$ cat src/rtl/int_sched_if.sv
// CPU-side bundle of int_sched: register window plus request/ack/done handshake.
// The CPU drives the master modport and int_sched drives the slave modport.
interface int_sched_if #(
  parameter int DATA_WIDTH = 16
);
  logic [1:0]            reg_sel;
  logic                  reg_we;
  logic [DATA_WIDTH-1:0] reg_wd;
  logic [DATA_WIDTH-1:0] reg_rd;
  logic                  int_req;
  logic [2:0]            int_id;
  logic                  int_ack;
  logic                  int_done;

  modport master (
    output reg_sel, reg_we, reg_wd, int_ack, int_done,
    input  reg_rd, int_req, int_id
  );

  modport slave (
    input  reg_sel, reg_we, reg_wd, int_ack, int_done,
    output reg_rd, int_req, int_id
  );
endinterface

$ cat src/rtl/int_sched.sv
// Fixed-priority interrupt scheduler: latches, masks and presents up to 8 sources to the CPU.
// Define INT_SCHED_NEST_EN to let a higher-priority source preempt one that is in service.
module int_sched #(
  parameter int NUM_IRQ    = 8,
  parameter int DATA_WIDTH = 16
) (
  input  logic               clk,
  input  logic               rst_n,
  input  logic [NUM_IRQ-1:0] irq_in,
  int_sched_if.slave         bus
);

  typedef enum logic [1:0] {
    ST_IDLE    = 2'd0,
    ST_REQ     = 2'd1,
    ST_SERVICE = 2'd2
  } state_e;

  localparam logic [1:0] SEL_PEND = 2'd0;
  localparam logic [1:0] SEL_MASK = 2'd1;
  localparam logic [1:0] SEL_MODE = 2'd2;

  state_e               state_q, state_d;
  logic [2:0]           int_id_q, int_id_d;
  logic [NUM_IRQ-1:0]   in_service_q, in_service_d;
  logic [NUM_IRQ-1:0]   pend_q, pend_d;
  logic [NUM_IRQ-1:0]   mask_q, mask_d;
  logic [NUM_IRQ-1:0]   mode_q, mode_d;
  logic [NUM_IRQ-1:0]   irq_q;

  logic [NUM_IRQ-1:0]   cand, rise, wr_clr, ack_clr, id_onehot, retired, edge_next;
  logic [NUM_IRQ-1:0]   wr_data;
  logic [2:0]           cand_idx;
  logic                 unused_wd;

  function automatic logic [2:0] lowest_idx(input logic [NUM_IRQ-1:0] v);
    logic [2:0] idx;
    idx = '0;
    for (int i = NUM_IRQ - 1; i >= 0; i--) begin
      if (v[i]) idx = 3'(i);
    end
    return idx;
  endfunction

  assign wr_data   = bus.reg_wd[NUM_IRQ-1:0];
  assign unused_wd = ^bus.reg_wd[DATA_WIDTH-1:NUM_IRQ];

  assign cand      = pend_q & mask_q;
  assign cand_idx  = lowest_idx(cand);
  assign id_onehot = NUM_IRQ'(1) << int_id_q;
  assign retired   = in_service_q & (in_service_q - NUM_IRQ'(1));
  assign rise      = irq_in & ~irq_q;
  assign wr_clr    = (bus.reg_we && bus.reg_sel == SEL_PEND) ? wr_data : '0;

  // Edge bits: a rising edge in the same cycle as a clear keeps the bit set.
  assign edge_next = (pend_q & ~(wr_clr | ack_clr)) | rise;
  assign pend_d    = (mode_q & edge_next) | (~mode_q & irq_in);

  assign mask_d = (bus.reg_we && bus.reg_sel == SEL_MASK) ? wr_data : mask_q;
  assign mode_d = (bus.reg_we && bus.reg_sel == SEL_MODE) ? wr_data : mode_q;

`ifdef INT_SCHED_NEST_EN
  logic [2:0] svc_idx;
  assign svc_idx = lowest_idx(in_service_q);
`endif

  // NOTE: every output of this block gets a default first, so no path leaves a latch behind.
  always_comb begin
    state_d      = state_q;
    int_id_d     = int_id_q;
    in_service_d = in_service_q;
    ack_clr      = '0;
    unique case (state_q)
      ST_IDLE: begin
        if (|cand) begin
          state_d  = ST_REQ;
          int_id_d = cand_idx;
        end
      end
      ST_REQ: begin
        // A withdrawn source loses even if the ack arrives in the same cycle.
        if (!(|(cand & id_onehot))) begin
          state_d = (|in_service_q) ? ST_SERVICE : ST_IDLE;
        end else if (bus.int_ack) begin
          state_d      = ST_SERVICE;
          in_service_d = in_service_q | id_onehot;
          ack_clr      = id_onehot & mode_q;
        end
      end
      ST_SERVICE: begin
        if (bus.int_done) begin
          in_service_d = retired;
          if (retired == '0) state_d = ST_IDLE;
        end
`ifdef INT_SCHED_NEST_EN
        else if ((|cand) && (cand_idx < svc_idx)) begin
          state_d  = ST_REQ;
          int_id_d = cand_idx;
        end
`endif
      end
      default: state_d = ST_IDLE;
    endcase
  end

  // NOTE: state registers use non-blocking assignments so every flop samples pre-edge values.
  always_ff @(posedge clk or negedge rst_n) begin
    if (!rst_n) begin
      state_q      <= ST_IDLE;
      int_id_q     <= '0;
      in_service_q <= '0;
      pend_q       <= '0;
      mask_q       <= '0;
      mode_q       <= '0;
      irq_q        <= '0;
    end else begin
      state_q      <= state_d;
      int_id_q     <= int_id_d;
      in_service_q <= in_service_d;
      pend_q       <= pend_d;
      mask_q       <= mask_d;
      mode_q       <= mode_d;
      irq_q        <= irq_in;
    end
  end

  assign bus.int_req = (state_q == ST_REQ);
  assign bus.int_id  = int_id_q;

  always_comb begin
    bus.reg_rd = '0;
    case (bus.reg_sel)
      SEL_PEND: bus.reg_rd[NUM_IRQ-1:0] = pend_q;
      SEL_MASK: bus.reg_rd[NUM_IRQ-1:0] = mask_q;
      SEL_MODE: bus.reg_rd[NUM_IRQ-1:0] = mode_q;
      default: begin
        bus.reg_rd[15]            = (state_q == ST_REQ);
        bus.reg_rd[14:13]         = state_q;
        bus.reg_rd[10:8]          = int_id_q;
        bus.reg_rd[NUM_IRQ-1:0]   = in_service_q;
      end
    endcase
  end

endmodule

$ cat src/flat_wrapper.sv
// flat-port wrapper written by rule: the top's interface ports become plain ports
module int_sched_flat 
#(
  parameter int NUM_IRQ    = 8,
  parameter int DATA_WIDTH = 16
)
  (clk, rst_n, irq_in, bus_reg_sel, bus_reg_we, bus_reg_wd, bus_int_ack, bus_int_done, bus_reg_rd, bus_int_req, bus_int_id);
  int_sched_if #(.DATA_WIDTH(DATA_WIDTH)) bus_i ();
  input  logic clk;
  input  logic rst_n;
  input  logic [NUM_IRQ-1:0] irq_in;
  input wire logic [$bits(bus_i.reg_sel)-1:0] bus_reg_sel;
  input wire logic [$bits(bus_i.reg_we)-1:0] bus_reg_we;
  input wire logic [$bits(bus_i.reg_wd)-1:0] bus_reg_wd;
  input wire logic [$bits(bus_i.int_ack)-1:0] bus_int_ack;
  input wire logic [$bits(bus_i.int_done)-1:0] bus_int_done;
  output wire logic [$bits(bus_i.reg_rd)-1:0] bus_reg_rd;
  output wire logic [$bits(bus_i.int_req)-1:0] bus_int_req;
  output wire logic [$bits(bus_i.int_id)-1:0] bus_int_id;
  assign bus_i.reg_sel = bus_reg_sel;
  assign bus_i.reg_we = bus_reg_we;
  assign bus_i.reg_wd = bus_reg_wd;
  assign bus_i.int_ack = bus_int_ack;
  assign bus_i.int_done = bus_int_done;
  assign bus_reg_rd = bus_i.reg_rd;
  assign bus_int_req = bus_i.int_req;
  assign bus_int_id = bus_i.int_id;
  int_sched #(.NUM_IRQ(NUM_IRQ), .DATA_WIDTH(DATA_WIDTH)) u_core (.clk(clk), .rst_n(rst_n), .irq_in(irq_in), .bus(bus_i));
endmodule
$ cat config.mk
export PLATFORM = sky130hd
export DESIGN_NAME = int_sched_flat
export DESIGN_NICKNAME = d
export VERILOG_FILES = /design/src/rtl/int_sched_if.sv /design/src/rtl/int_sched.sv /design/src/flat_wrapper.sv
export SDC_FILE = /design/constraint.sdc
export NUM_CORES = 1
export LEC_CHECK = 0
export BUFFER_PORTS_ARGS = -buffer_cell sky130_fd_sc_hd__buf_2
export CAP_MARGIN = 20
export CORE_MARGIN = 4
export CORE_UTILIZATION = 55
export CTS_BUF_LIST = sky130_fd_sc_hd__clkbuf_8
export DETAILED_ROUTE_END_ITERATION = 10
export PLACE_DENSITY = 0.81
export SYNTH_ARGS = -nofsm -noshare
export SYNTH_HDL_FRONTEND = slang
export SYNTH_SLANG_ARGS = --single-unit
$ cat constraint.sdc
create_clock -name clk -period 3.8 [get_ports clk]
set_input_delay 0 -clock clk [delete_from_list [all_inputs] [get_ports clk]]
set_output_delay 0 -clock clk [all_outputs]
set_load 0.05 [all_outputs]
### Yosys cells after proc, flatten, opt, wreduce, memory -nomap -nowiden

Index checks and enable logic that the tools add are counted.

* word-level logic and storage cells: 74
* input bits: 31
* latch bits: 0
* flip-flop bits (word level): 45
* bits in writable memories: 0
* memories: 0
* bits in read-only memories: 0

* shift-type cells: 1
* div/mod/pow operators: 0
* bitwise logic cells: 15
* multipliers: 0
* reduce and logical (&&, ||, !) cells: 14
* magnitude comparators: 0
* muxes and demuxes: 26
* add/sub/neg operators: 1
* eq/ne operators: 10

Operators with widths (number)
* 8-bit bitwise AND: 8
* 8-bit 2-to-1 mux: 7
* 8-bit bitwise OR: 4
* 3-bit 2-to-1 mux: 10
* 8-bit NOT: 3
* 8-bit one-hot mux with 3 select lines: 1
* 8-bit OR reduction: 3
* 8-bit one-hot mux with 2 select lines: 1
* 2-bit 2-to-1 mux: 6
* 8-bit zero test: 1
* 4-bit AND reduction: 2
* 1-bit by 3-bit left shift with 8-bit output (first input constant): 1
* 8-bit by 1-bit subtractor with 8-bit output (second input constant): 1
* 2-bit by 1-bit != test with 1-bit output (second input constant): 3
* 2-bit one-hot mux with 3 select lines: 1
* 2-bit by 1-bit equality test with 1-bit output (second input constant): 2
* 2-bit equality test (second input constant): 2
* 2-bit zero test: 2
* 2-bit != test (second input constant): 2
* 1-bit logical AND: 3
* 3-bit != test (second input constant): 1
* 3-bit OR reduction: 1
* 2-bit AND reduction: 1
* 2-bit nonzero test: 1

### Longest topological paths before layout

* depth in word-level cells: 11
* depth in mapped cells: 6
* gate-level depth less buffers: 5

### Least setup slack after synthesis

No wires, ideal clock.

* path type: reg2reg
* start point: register u_core.int_id_q[0] (netlist: u_core.bus.int_id[0])
* end point: register u_core.pend_q[3]
* cell stages (with the launch flop): 7
* clock period less this slack: 1.992 ns
* arrival time: 1.871 ns
* path slack: 1.808 ns
* setup time: 0.121 ns
* cells stage by stage: dfrtp_1 buf_2 nand3_1 o211ai_1 o211ai_2 or3_1 a22o_1

* word-level cells in the longest chain between the ends: 11

RTL lines
* start, declared: line int_sched.sv:24 `logic [2:0] int_id_q, int_id_d;`
* start signal, assigned: line int_sched.sv:118 `int_id_q <= int_id_d;`
* 1-bit by 3-bit left shift with 8-bit output (*): line int_sched.sv:50 `assign id_onehot = NUM_IRQ'(1) << int_id_q;`
* 8-bit bitwise AND, on equally long branches: line int_sched.sv:82, int_sched.sv:87
* 8-bit OR reduction / 8-bit 2-to-1 mux (equally long branches): line int_sched.sv:82, int_sched.sv:84
* 8-bit 2-to-1 mux (*): line int_sched.sv:82 `if (!(|(cand & id_onehot))) begin`
* 8-bit 2-to-1 mux (*): line int_sched.sv:73 `unique case (state_q)`
* 8-bit bitwise OR (*): line int_sched.sv:56 `assign edge_next = (pend_q & ~(wr_clr | ack_clr)) | rise;`
* 8-bit NOT (*): line int_sched.sv:56
* 8-bit bitwise AND (*): line int_sched.sv:56
* 8-bit bitwise OR (*): line int_sched.sv:56
* 8-bit bitwise AND (*): line int_sched.sv:57 `assign pend_d = (mode_q & edge_next) | (~mode_q & irq_in);`
* 8-bit bitwise OR (*): line int_sched.sv:57
* via u_core.pend_d[3]: line int_sched.sv:26 `logic [NUM_IRQ-1:0] pend_q, pend_d;`
* end signal, assigned: line int_sched.sv:120 `pend_q <= pend_d;`
* end, declared: line int_sched.sv:26

Mark *: on every way through the listed nets, which the timed path passes. The rest lies on a longest branch.
A chain may end at the register's enable or synchronous reset.

### Worst setup path in the final report

Ends and elaborated chain as after synthesis.

==> results.txt <==
Met2 Track Usage GR - 0.360
Crit-path max FO - 12
Final Cycle Share - 0.496
FF-to-FF path depth - 5
# hold bufs at CTS - 17
Post-synth ARST share - 1.00
Layout cell share with drive strength beyond 1 - 0.297
GR peak layer - met2
Tmin final - 1.88 ns
CTS Root Cell - clkbuf_8
Static leakage - 1.30 nW
Die Y - 73.3 um
Core ar. - 4060 um2
DR pass1 iterations - 4
CP Capture Type - flop
Register area - 1130 um2
Post-synth EDFFs - 0
Delay-heaviest family, CP - flip-flops
Worst Path Required - 3.99 ns
Max-slew violations - 0
Largest net degree at the start of global routing - 46
Internal reg-to-reg setup slack - 1.92 ns
Hpwl dp - 3780 um
Pwr Density - 643 nW/um2
Highest-delay cell along the critical path - dfrtp_1
Most frequent cells in the layout - 45 x dfrtp_1, 41 x buf_2, 34 x nand2_1
Setup TNS Final - 0 ns
Total track usage - 0.234
Routed wire length per instance - 17.1 um
Sink Count - 45
Worst Hold Launch - bus_int_ack
Syn-to-layout area delta - 20.8%
Number of global-route vias before repair - 1982
Commonest non-fill, non-tap cell in the layout - dfrtp_1
CP Cell Sequence - nand3_1 > o211ai_1 > o211ai_2 > or3_1 > a22o_1
Global placer's final weighted congestion - 0.896
Multi-input gate area - 1150 um2
CTS tree - built
Worst slack, placed - 1.95 ns
Setup repair after global routing missed its margin - no
Fillcell total - 307
Critical R2R Capture - u_core.pend_q[3]
Met3 GRT Util - 0.0479
Htree depth - 2
Max-slew headroom - 0.614
Setup Skew - 0.00481 ns
Clk buf depth - 2
Clock Latency Late Sink - 0.30 ns
Hold path endpoint - u_core.state_q[0]
PortBufs - 40
Register area share after synthesis - 0.481
Ys Warns - 0
Via-to-Cell Ratio - 5.86
Final setup vio count - 0
Initial core utilization - 0.577
Finished Core Util - 0.697
Critical path class - reg2reg
Top Ports - 51
Pwr Total - 0.00182 W
# DRC - 0
Post-Route WL - 5550 um
Reg2reg start - u_core.bus.int_id[0]
Hold depth - 3
Final Hold Fails - 0
Cell Rows - 23
Post-route antenna net violation count - 0
Die area - 5370 um2
Min setup slack post-route - 1.92 ns
Initial antenna violation count - 0
Fmax - 0.531 GHz
FF+latch count, synth - 45
Post-cts resize count - 0
Critical Path Source Type - flop
CP Data Arrival Time - 2.07 ns
Post-CTS setup repair buffer count - 0
Cell count after synthesis - 216
CTS buffer count - 5
Slowest stage delay, CP - 0.63 ns
Hold Path Class - in2reg
Peak supply drop - 0.310 mV
GR Layer Usage met1 - 0.331
Max-cap violations - 0
Drt initial violations - 150
Reg clk slew, reported paths - 0.08 ns
Mapped cell area - 2340 um2
# nets final - 304
Die width - 73.3 um
Mapped Avg Cell Area - 10.8 um2
Slew @ Worst Pin - 0.578 ns
CP Buf/Inv Count - 0
Dominant synthesized flop cell - dfrtp_1
Status - completed
Global-route wire length before repair - 9450 um
Distinct cell type count after synthesis - 48
Grt ovf - 0
Vias - 1900
cells in the mapped netlist, drive strengths merged (2+ instances only):
library cell	count	area, um2
and2	3	22.5
dfrtp	45	1130
nor3	3	15.0
clkbuf	2	7.51
o211ai	3	27.5
nand3b	5	37.5
inv	2	7.50
buf	8	56.3
nand4	2	12.5
o21ai	14	73.8
or4	2	15.0
nand3	15	75.1
a21oi	10	50.1
nor2	8	37.5
o32a	2	20.0
a22oi	5	37.5
a211o	5	46.3
a21o	2	15.0
mux2	16	180
nand2	34	128
mux4	8	188
and3	5	31.3
or2	2	15.0
nor4	2	12.5
o21a	2	15.0
cell type report:
type                       count  area share
tap                           50      0.0221
antenna                        1    0.000885
timing repair buffer          59       0.140
clock inverter                 1     0.00133
inverter                       2     0.00265
clock buffer                   6      0.0292
multi-input combinational    160       0.406
sequential                    45       0.398
report_power, final:
| group | internal (W) | switching [W] |
|---|---|---|
| combinational | 0.000301 | 0.000463 |
| clock | 0.000142 | 0.000156 |
| sequential | 0.000585 | 0.000173 |
| total | 0.00103 | 0.000791 |
worst min-delay path, stage by stage:
cell     delay, ns
buf_2         0.13
a211o_1       0.10
a21oi_1       0.05
how the worst max path moves through the flow:
stage | startpoint | to | slack, ns | depth (start not counted)
3_5_place_dp | u_core.bus.int_id[0] | u_core.pend_q[3] | 1.95 | 5
5_1_grt | u_core.bus.int_id[0] | u_core.pend_q[3] | 1.75 | 5
4_1_cts | u_core.bus.int_id[0] | u_core.pend_q[3] | 1.94 | 5
3_3_place_gp | u_core.bus.int_id[0] | u_core.pend_q[3] | 1.97 | 5
6_report | u_core.bus.int_id[0] | u_core.pend_q[3] | 1.92 | 5
2_1_floorplan | u_core.bus.int_id[0] | u_core.pend_q[3] | 1.81 | 6
state kept, by name, summed over array words and instances, names as in the netlist:
register,count
u_core.in_service_q,8
u_core.irq_q,8
u_core.mask_q,8
u_core.mode_q,8
u_core.pend_q,8
u_core.bus.int_id,3
u_core.state_q,2
per-stage QoR:
| step | area (um2) | std cells | hold slack [ns] |
|---|---|---|---|
| CTS | 2800 | 321 | 0.0185 |
| global route | 2830 | 323 | 0.0546 |
| floorplan | 2350 | 217 | -0.296 |
| finish | 2830 | 324 | 0.0259 |
| detailed placement | 2540 | 297 | 0.124 |
| global placement | 2540 | 297 | 0.121 |
kinds of logic (layout without fill, tap and decap cells):
kind of cell           after synthesis  after routing  synth area share
and+or+nand+nor                     85             85             0.183
AOI/OAI and AO/OA                   49             49             0.147
DFF                                 45             45             0.481
muxes                               24             24             0.157
buffers and inverters               12             68            0.0304
other                                1              3           0.00160
routing by layer:
layer	wire [um]	part of all wire
met4	65	0.012
met3	316	0.057
met5	0	0
met2	2660	0.48
met1	2510	0.45
Note: power is estimated with default switching activity, not from simulation.
